[src/rtl/pic_pkg.sv]
// Shared types and helpers for the PIC priority controller: acknowledge FSM
// states and the rotating find-first used by both priority encoders.
package pic_pkg;

  localparam int unsigned NUM_IR = 8;

  typedef enum logic [1:0] {
    IDLE = 2'd0,
    ACK1 = 2'd1,
    GAP  = 2'd2,
    ACK2 = 2'd3
  } ack_state_t;

  // Returns {valid, level} of the first set bit scanning lowest+1, lowest+2, ... lowest.
  function automatic logic [3:0] rot_first(input logic [NUM_IR-1:0] vec,
                                           input logic [2:0]        lowest);
    logic [3:0] res;
    logic [2:0] idx;
    res = '0;
    // Walk the order backwards so the earliest hit overwrites later ones.
    for (int k = NUM_IR - 1; k >= 0; k--) begin
      idx = lowest + 3'(k) + 3'd1;
      if (vec[idx]) res = {1'b1, idx};
    end
    return res;
  endfunction

endpackage

[src/rtl/pic_rot_prio_enc.sv]
// Combinational rotating priority encoder: first set bit after the current
// lowest-priority level, wrapping modulo 8.
module pic_rot_prio_enc
  import pic_pkg::*;
(
  input  logic [NUM_IR-1:0] vec_i,
  input  logic [2:0]        lowest_i,
  output logic              valid_o,
  output logic [2:0]        level_o
);

  logic [3:0] first;

  assign first   = rot_first(vec_i, lowest_i);
  assign valid_o = first[3];
  assign level_o = first[2:0];

endmodule

[src/rtl/pic_priority_ctrl.sv]
// PIC priority resolver, INTA sequencer and in-service register with EOI handling.
// Optional PIC_AUTO_EOI_EN adds the aeoi input (automatic EOI on the 2nd INTA rise).
module pic_priority_ctrl
  import pic_pkg::*;
#(
  parameter logic [2:0] LOWEST_RST  = 3'd7,
  parameter logic [2:0] SPURIOUS_IR = 3'd7
) (
  input  logic       clk,
  input  logic       reset,
  input  logic [7:0] irr,
  input  logic [7:0] imr,
  input  logic       inta_n,
  input  logic       eoi_valid,
  input  logic       eoi_specific,
  input  logic [2:0] eoi_level,
  input  logic       rotate_on_eoi,
`ifdef PIC_AUTO_EOI_EN
  input  logic       aeoi,
`endif
  output logic       int_out,
  output logic [2:0] highest_priority,
  output logic       current_pulse,
  output logic       vector_valid,
  output logic [7:0] isr,
  output ack_state_t dbg_state
);

  // INTA handshake: each INTA pulse is one low phase of inta_n; edges are taken
  // against the registered copy, so a fall/rise acts on the clock it is first seen.
  ack_state_t state_q, state_d;
  logic       inta_q;
  logic       int_out_q, int_out_d;
  logic [2:0] hp_q, hp_d;
  logic       cp_q, cp_d;
  logic       vv_q, vv_d;
  logic [7:0] isr_q, isr_d;
  logic [2:0] lowest_q, lowest_d;

  logic       inta_fall, inta_rise;
  logic [7:0] req;
  logic       req_valid, isr_valid, pend_valid;
  logic [2:0] req_level, isr_level, req_rank, isr_rank;
  logic [7:0] isr_set, isr_clr;
  logic       ack_done, auto_eoi, eoi_hit, aeoi_hit;
  logic [2:0] eoi_lvl;

`ifdef PIC_AUTO_EOI_EN
  assign auto_eoi = aeoi;
`else
  assign auto_eoi = 1'b0;
`endif

  assign inta_fall = inta_q & ~inta_n;
  assign inta_rise = ~inta_q & inta_n;
  assign req       = irr & ~imr;

  pic_rot_prio_enc u_req_enc (
    .vec_i    (req),
    .lowest_i (lowest_q),
    .valid_o  (req_valid),
    .level_o  (req_level)
  );

  pic_rot_prio_enc u_isr_enc (
    .vec_i    (isr_q),
    .lowest_i (lowest_q),
    .valid_o  (isr_valid),
    .level_o  (isr_level)
  );

  // Rank 0 is the highest priority; a request must strictly outrank the active service.
  assign req_rank   = req_level - lowest_q - 3'd1;
  assign isr_rank   = isr_level - lowest_q - 3'd1;
  assign pend_valid = req_valid & (~isr_valid | (req_rank < isr_rank));

  always_ff @(posedge clk) begin : state_reg
    if (reset) begin
      state_q   <= IDLE;
      inta_q    <= 1'b1;
      int_out_q <= 1'b0;
      hp_q      <= 3'd0;
      cp_q      <= 1'b0;
      vv_q      <= 1'b0;
      isr_q     <= 8'h00;
      lowest_q  <= LOWEST_RST;
    end else begin
      state_q   <= state_d;
      inta_q    <= inta_n;
      int_out_q <= int_out_d;
      hp_q      <= hp_d;
      cp_q      <= cp_d;
      vv_q      <= vv_d;
      isr_q     <= isr_d;
      lowest_q  <= lowest_d;
    end
  end

  always_comb begin : next_state
    state_d = state_q;
    unique case (state_q)
      IDLE:    if (inta_fall) state_d = ACK1;
      ACK1:    if (inta_rise) state_d = GAP;
      GAP:     if (inta_fall) state_d = ACK2;
      ACK2:    if (inta_rise) state_d = IDLE;
      default: state_d = IDLE;
    endcase
  end

  always_comb begin : outputs_next
    int_out_d = 1'b0;
    hp_d      = hp_q;
    cp_d      = cp_q;
    vv_d      = vv_q;
    isr_set   = 8'h00;
    ack_done  = 1'b0;
    unique case (state_q)
      IDLE: begin
        if (inta_fall) begin
          hp_d = pend_valid ? req_level : SPURIOUS_IR;
          if (pend_valid) isr_set[req_level] = 1'b1;
        end else begin
          int_out_d = pend_valid;
        end
      end
      ACK1: if (inta_rise) cp_d = 1'b1;
      GAP:  if (inta_fall) vv_d = 1'b1;
      ACK2: begin
        if (inta_rise) begin
          vv_d     = 1'b0;
          cp_d     = 1'b0;
          ack_done = 1'b1;
        end
      end
      default: ;
    endcase
  end

  // EOI wins the rotation pointer over an automatic EOI landing in the same cycle.
  always_comb begin : eoi_logic
    eoi_lvl  = eoi_specific ? eoi_level : isr_level;
    eoi_hit  = eoi_valid & isr_q[eoi_lvl];
    aeoi_hit = ack_done & auto_eoi & isr_q[hp_q];
    isr_clr  = 8'h00;
    lowest_d = lowest_q;
    if (aeoi_hit) begin
      isr_clr[hp_q] = 1'b1;
      if (rotate_on_eoi) lowest_d = hp_q;
    end
    if (eoi_hit) begin
      isr_clr[eoi_lvl] = 1'b1;
      if (rotate_on_eoi) lowest_d = eoi_lvl;
    end
    isr_d = (isr_q & ~isr_clr) | isr_set;
  end

  assign int_out          = int_out_q;
  assign highest_priority = hp_q;
  assign current_pulse    = cp_q;
  assign vector_valid     = vv_q;
  assign isr              = isr_q;
  assign dbg_state        = state_q;

endmodule

[config.mk]
export PLATFORM = sky130hd
export DESIGN_NAME = pic_priority_ctrl
export DESIGN_NICKNAME = d
export VERILOG_FILES = /design/src/rtl/pic_pkg.sv /design/src/rtl/pic_rot_prio_enc.sv /design/src/rtl/pic_priority_ctrl.sv
export SDC_FILE = /design/constraint.sdc
export NUM_CORES = 1
export LEC_CHECK = 0
export CORE_ASPECT_RATIO = 0.7
export CORE_MARGIN = 4
export CORE_UTILIZATION = 57
export CTS_BUF_LIST = sky130_fd_sc_hd__clkbuf_4 sky130_fd_sc_hd__clkbuf_8 sky130_fd_sc_hd__clkbuf_16
export CTS_CLUSTER_DIAMETER = 200
export DETAILED_ROUTE_END_ITERATION = 7
export GPL_TIMING_DRIVEN = 0
export PLACE_DENSITY = 0.86
export SYNTH_ARGS = -nofsm -noshare
export SYNTH_HDL_FRONTEND = slang
export SYNTH_HIERARCHICAL = 1
export SYNTH_SLANG_ARGS = --single-unit
[constraint.sdc]
create_clock -name clk -period 6.65 [get_ports clk]
set_input_delay 0.9975 -clock clk [delete_from_list [all_inputs] [get_ports clk]]
set_output_delay 0.9975 -clock clk [all_outputs]
set_load 0.05 [all_outputs]
==> results.json <==
{
  "status": "finished clean",
  "cap_violations": 0,
  "die_w_um": 95.71,
  "synthCells": 361,
  "synthArstFlopShare_pct": 0,
  "synth_top_area_share_pct": 13.21,
  "synth_seq_cells": 20,
  "vias_per_cell": 6.673,
  "synth_edf_count": 0,
  "synth_area_um2": 3069,
  "wl_um": 8526,
  "synthSimpleGateAreaFrac_pct": 18.71,
  "hpwl_um": 6497,
  "path_clk_slew_ps": 70,
  "num_rows": 22,
  "setup_violations": 0,
  "synth_top_family_by_area": "multiplexers",
  "syn_nets": 402,
  "max_freq_mhz": 163.6,
  "core_um2": 5230,
  "dieHeight_um": 69.40,
  "overflow": 0,
  "hold_ws_ps": 510.2,
  "dieArea_um2": 6641,
  "cts.sinks": 20,
  "numPortBuffers": 40,
  "synth.distinct_cells": 54,
  "ant_nets": 0,
  "finalCriticalPeriod_ps": 6112,
  "synthTopCellsByArea": "mux4_2, dfxtp_1, mux2i_1",
  "drtIter0Drc": 229,
  "nets": 447,
  "ys.flop_type": "dfxtp_1",
  "cts.htree.levels": 1,
  "crit_path_end_kind": "flip-flop",
  "cp.required_ps": 6810,
  "grt_pass1_vias": 2958,
  "crit_arrival_ps": 6280,
  "yosys_warnings": 6,
  "ir_drop_mv": 0.2673,
  "synth-adder-area-share_pct": 7.012,
  "wl_per_cell_um": 17.87,
  "num_antenna_cells": 0,
  "final_util_pct": 69.43,
  "num_io_pins": 41,
  "grt_antenna_before_repair": 0,
  "clock_latency_ps": 260,
  "relSlewSlack_pct": 50.18,
  "fin_crit_sh_pct": 91.91,
  "slew_viol_final": 0,
  "drive_gt1_share_pct": 14.07,
  "cts.repair.resized": 0,
  "start_util_pct": 58.68,
  "critPathKind": "flip-flop to flip-flop",
  "path_max_fanout": 10,
  "area_growth_pct": 18.30,
  "worst_setup_path_start_kind": "flip-flop",
  "worst_pin_slew_ps": 745.0,
  "num_vias": 3183,
  "avgSynthCellArea_um2": 8.502,
  "synth_compound_area_share_pct": 22.18,
  "power_density_nw_per_um2": 530.8,
  "hold_viol": 0,
  "grt_first_pass_wirelength_um": 14090,
  "yosys.area.top_type": "mux4_2",
  "cts-hold-fix-buffers": 0,
  "muxShareOfSynthArea_pct": 28.54,
  "place_congestion": 0.9313,
  "cts_tree": "yes",
  "skew_ps": 1.479,
  "grt_max_degree": 14,
  "synthXorXnorAreaFrac_pct": 5.381,
  "leakagePower_nw": 1.446,
  "holdCritPathClass": "flip-flop to flip-flop",
  "post-cts-setup-buffers": 0,
  "numCtsBuffers": 3,
  "firstDrtPassIters": 5,
  "clock_path_buffers": 2,
  "clockRootBuffer": "clkbuf_8",
  "drc_errors": 0,
  "synth_seq_area_share_pct": 13.05,
  "track_usage_pct": 26.06
}
kinds of logic (layout without fill, tap and decap cells):
group                      Yosys count  after routing
and+or+nand+nor                    115            115
AOI/OAI and AO/OA                  101            101
muxes                               57             57
buffers and inverters               38             82
DFF                                 20             20
adders and majority gates           16             16
xor gates and xnor gates            14             14
cell type report:
class                      count  area (um^2)
buffer                        20        92.59
clock buffer                   4        55.05
fill                         423         1599
inverter                      18        67.56
multi-input combinational    303         2525
sequential                    20        400.4
tap                           72        90.09
timing repair buffer          40        400.4
routing by layer:
layer	GRT usage, %	share of wire (%)	wire length (um)
met2	41.22	47	3976
met3	5.640	9.4	802
met4	3.312	0.36	31
met1	37.44	44	3715
met5	0	0	0
synthesized netlist by cell type, types with 4 or more instances:
cell type / instances
nand2b_1: 8
xnor2_1: 5
a211oi_1: 11
nand3_1: 13
clkbuf_1: 11
o22ai_1: 5
mux4_1: 4
mux4_2: 18
o21ai_0: 16
and2_1: 6
dfxtp_1: 20
xor2_1: 5
a21oi_1: 27
ha_1: 14
inv_1: 18
mux2i_1: 23
nand2_1: 25
a21boi_0: 6
a31oi_1: 11
mux2_2: 12
nor3_1: 6
buf_2: 6
nor2b_1: 10
a311oi_1: 4
nor2_1: 31
power by group:
| group | total [W] | switching, W | internal, W |
|---|---|---|---|
| combinational | 0.00161 | 0.000962 | 0.000647 |
| sequential | 0.000227 | 0.0000708 | 0.000156 |
| clock | 0.0000918 | 0.0000391 | 0.0000527 |
flip-flops by register name, summed over array words and instances, names as in the netlist:
name,cells
isr,8
dbg_state,2
lowest_q,3
vector_valid,1
int_out,1
inta_q,1
current_pulse,1
highest_priority,3
path summary, 6_finish.rpt:
| kind | start | to | slack [ps] | cells past startpoint |
|---|---|---|---|---|
| worst max register to register | lowest_q[0] | isr[1] | 540 | 22 |
| worst min register to register | highest_priority[0] | highest_priority[0] | 510 | 2 |
| worst max-delay path | lowest_q[0] | isr[1] | 540 | 22 |
| worst min-delay path | highest_priority[0] | highest_priority[0] | 510 | 2 |
critical path, stage by stage (launching register included):
cell and delay [ps]:
dfxtp_1 470, buf_2 320, buf_2 320, inv_1 180, ha_1 310, clkbuf_1 310
buf_1 380, mux4_2 430, mux2i_1 270, o21ai_0 170, a31o_2 240, a21oi_1 280
ha_1 200, inv_1 50, fa_1 370, xor2_1 160, xnor2_1 160, ha_1 200
a21boi_0 210, a21boi_0 260, clkbuf_2 290, nand3_1 120, a311oi_1 300
layout by cell type, fill, tap and decap left out, types with 5 or more instances in the layout:
cell / n
clkdlybuf4s50_1: 40
mux2i_1: 22
xor2_1: 5
mux2_2: 12
dfxtp_1: 20
mux4_2: 18
nand2_1: 25
and2_1: 6
inv_1: 18
nand3_1: 13
a31oi_1: 10
clkbuf_1: 10
xnor2_1: 5
nand2b_1: 8
o21ai_0: 16
a21oi_1: 26
nor2_1: 31
o22ai_1: 5
ha_1: 14
nor3_1: 6
nor2b_1: 10
buf_2: 6
a211oi_1: 11
a21boi_0: 6
stage by stage:
step	worst slack (ps)	area, um^2	instances	TNS, ps	power [W]
6_report	538.0	3631	477	0	0.001927
5_1_grt	-17.10	3631	477	-24.46	0.002088
4_1_cts	235.9	3615	477	0	0.001873
3_5_place_dp	266.5	3560	473	0	0.001767
3_3_place_gp	489.4	3560	473	0	0.001713
2_1_floorplan	1374	3069	361	0	0.001402
Power figures use the tool's default switching activity.
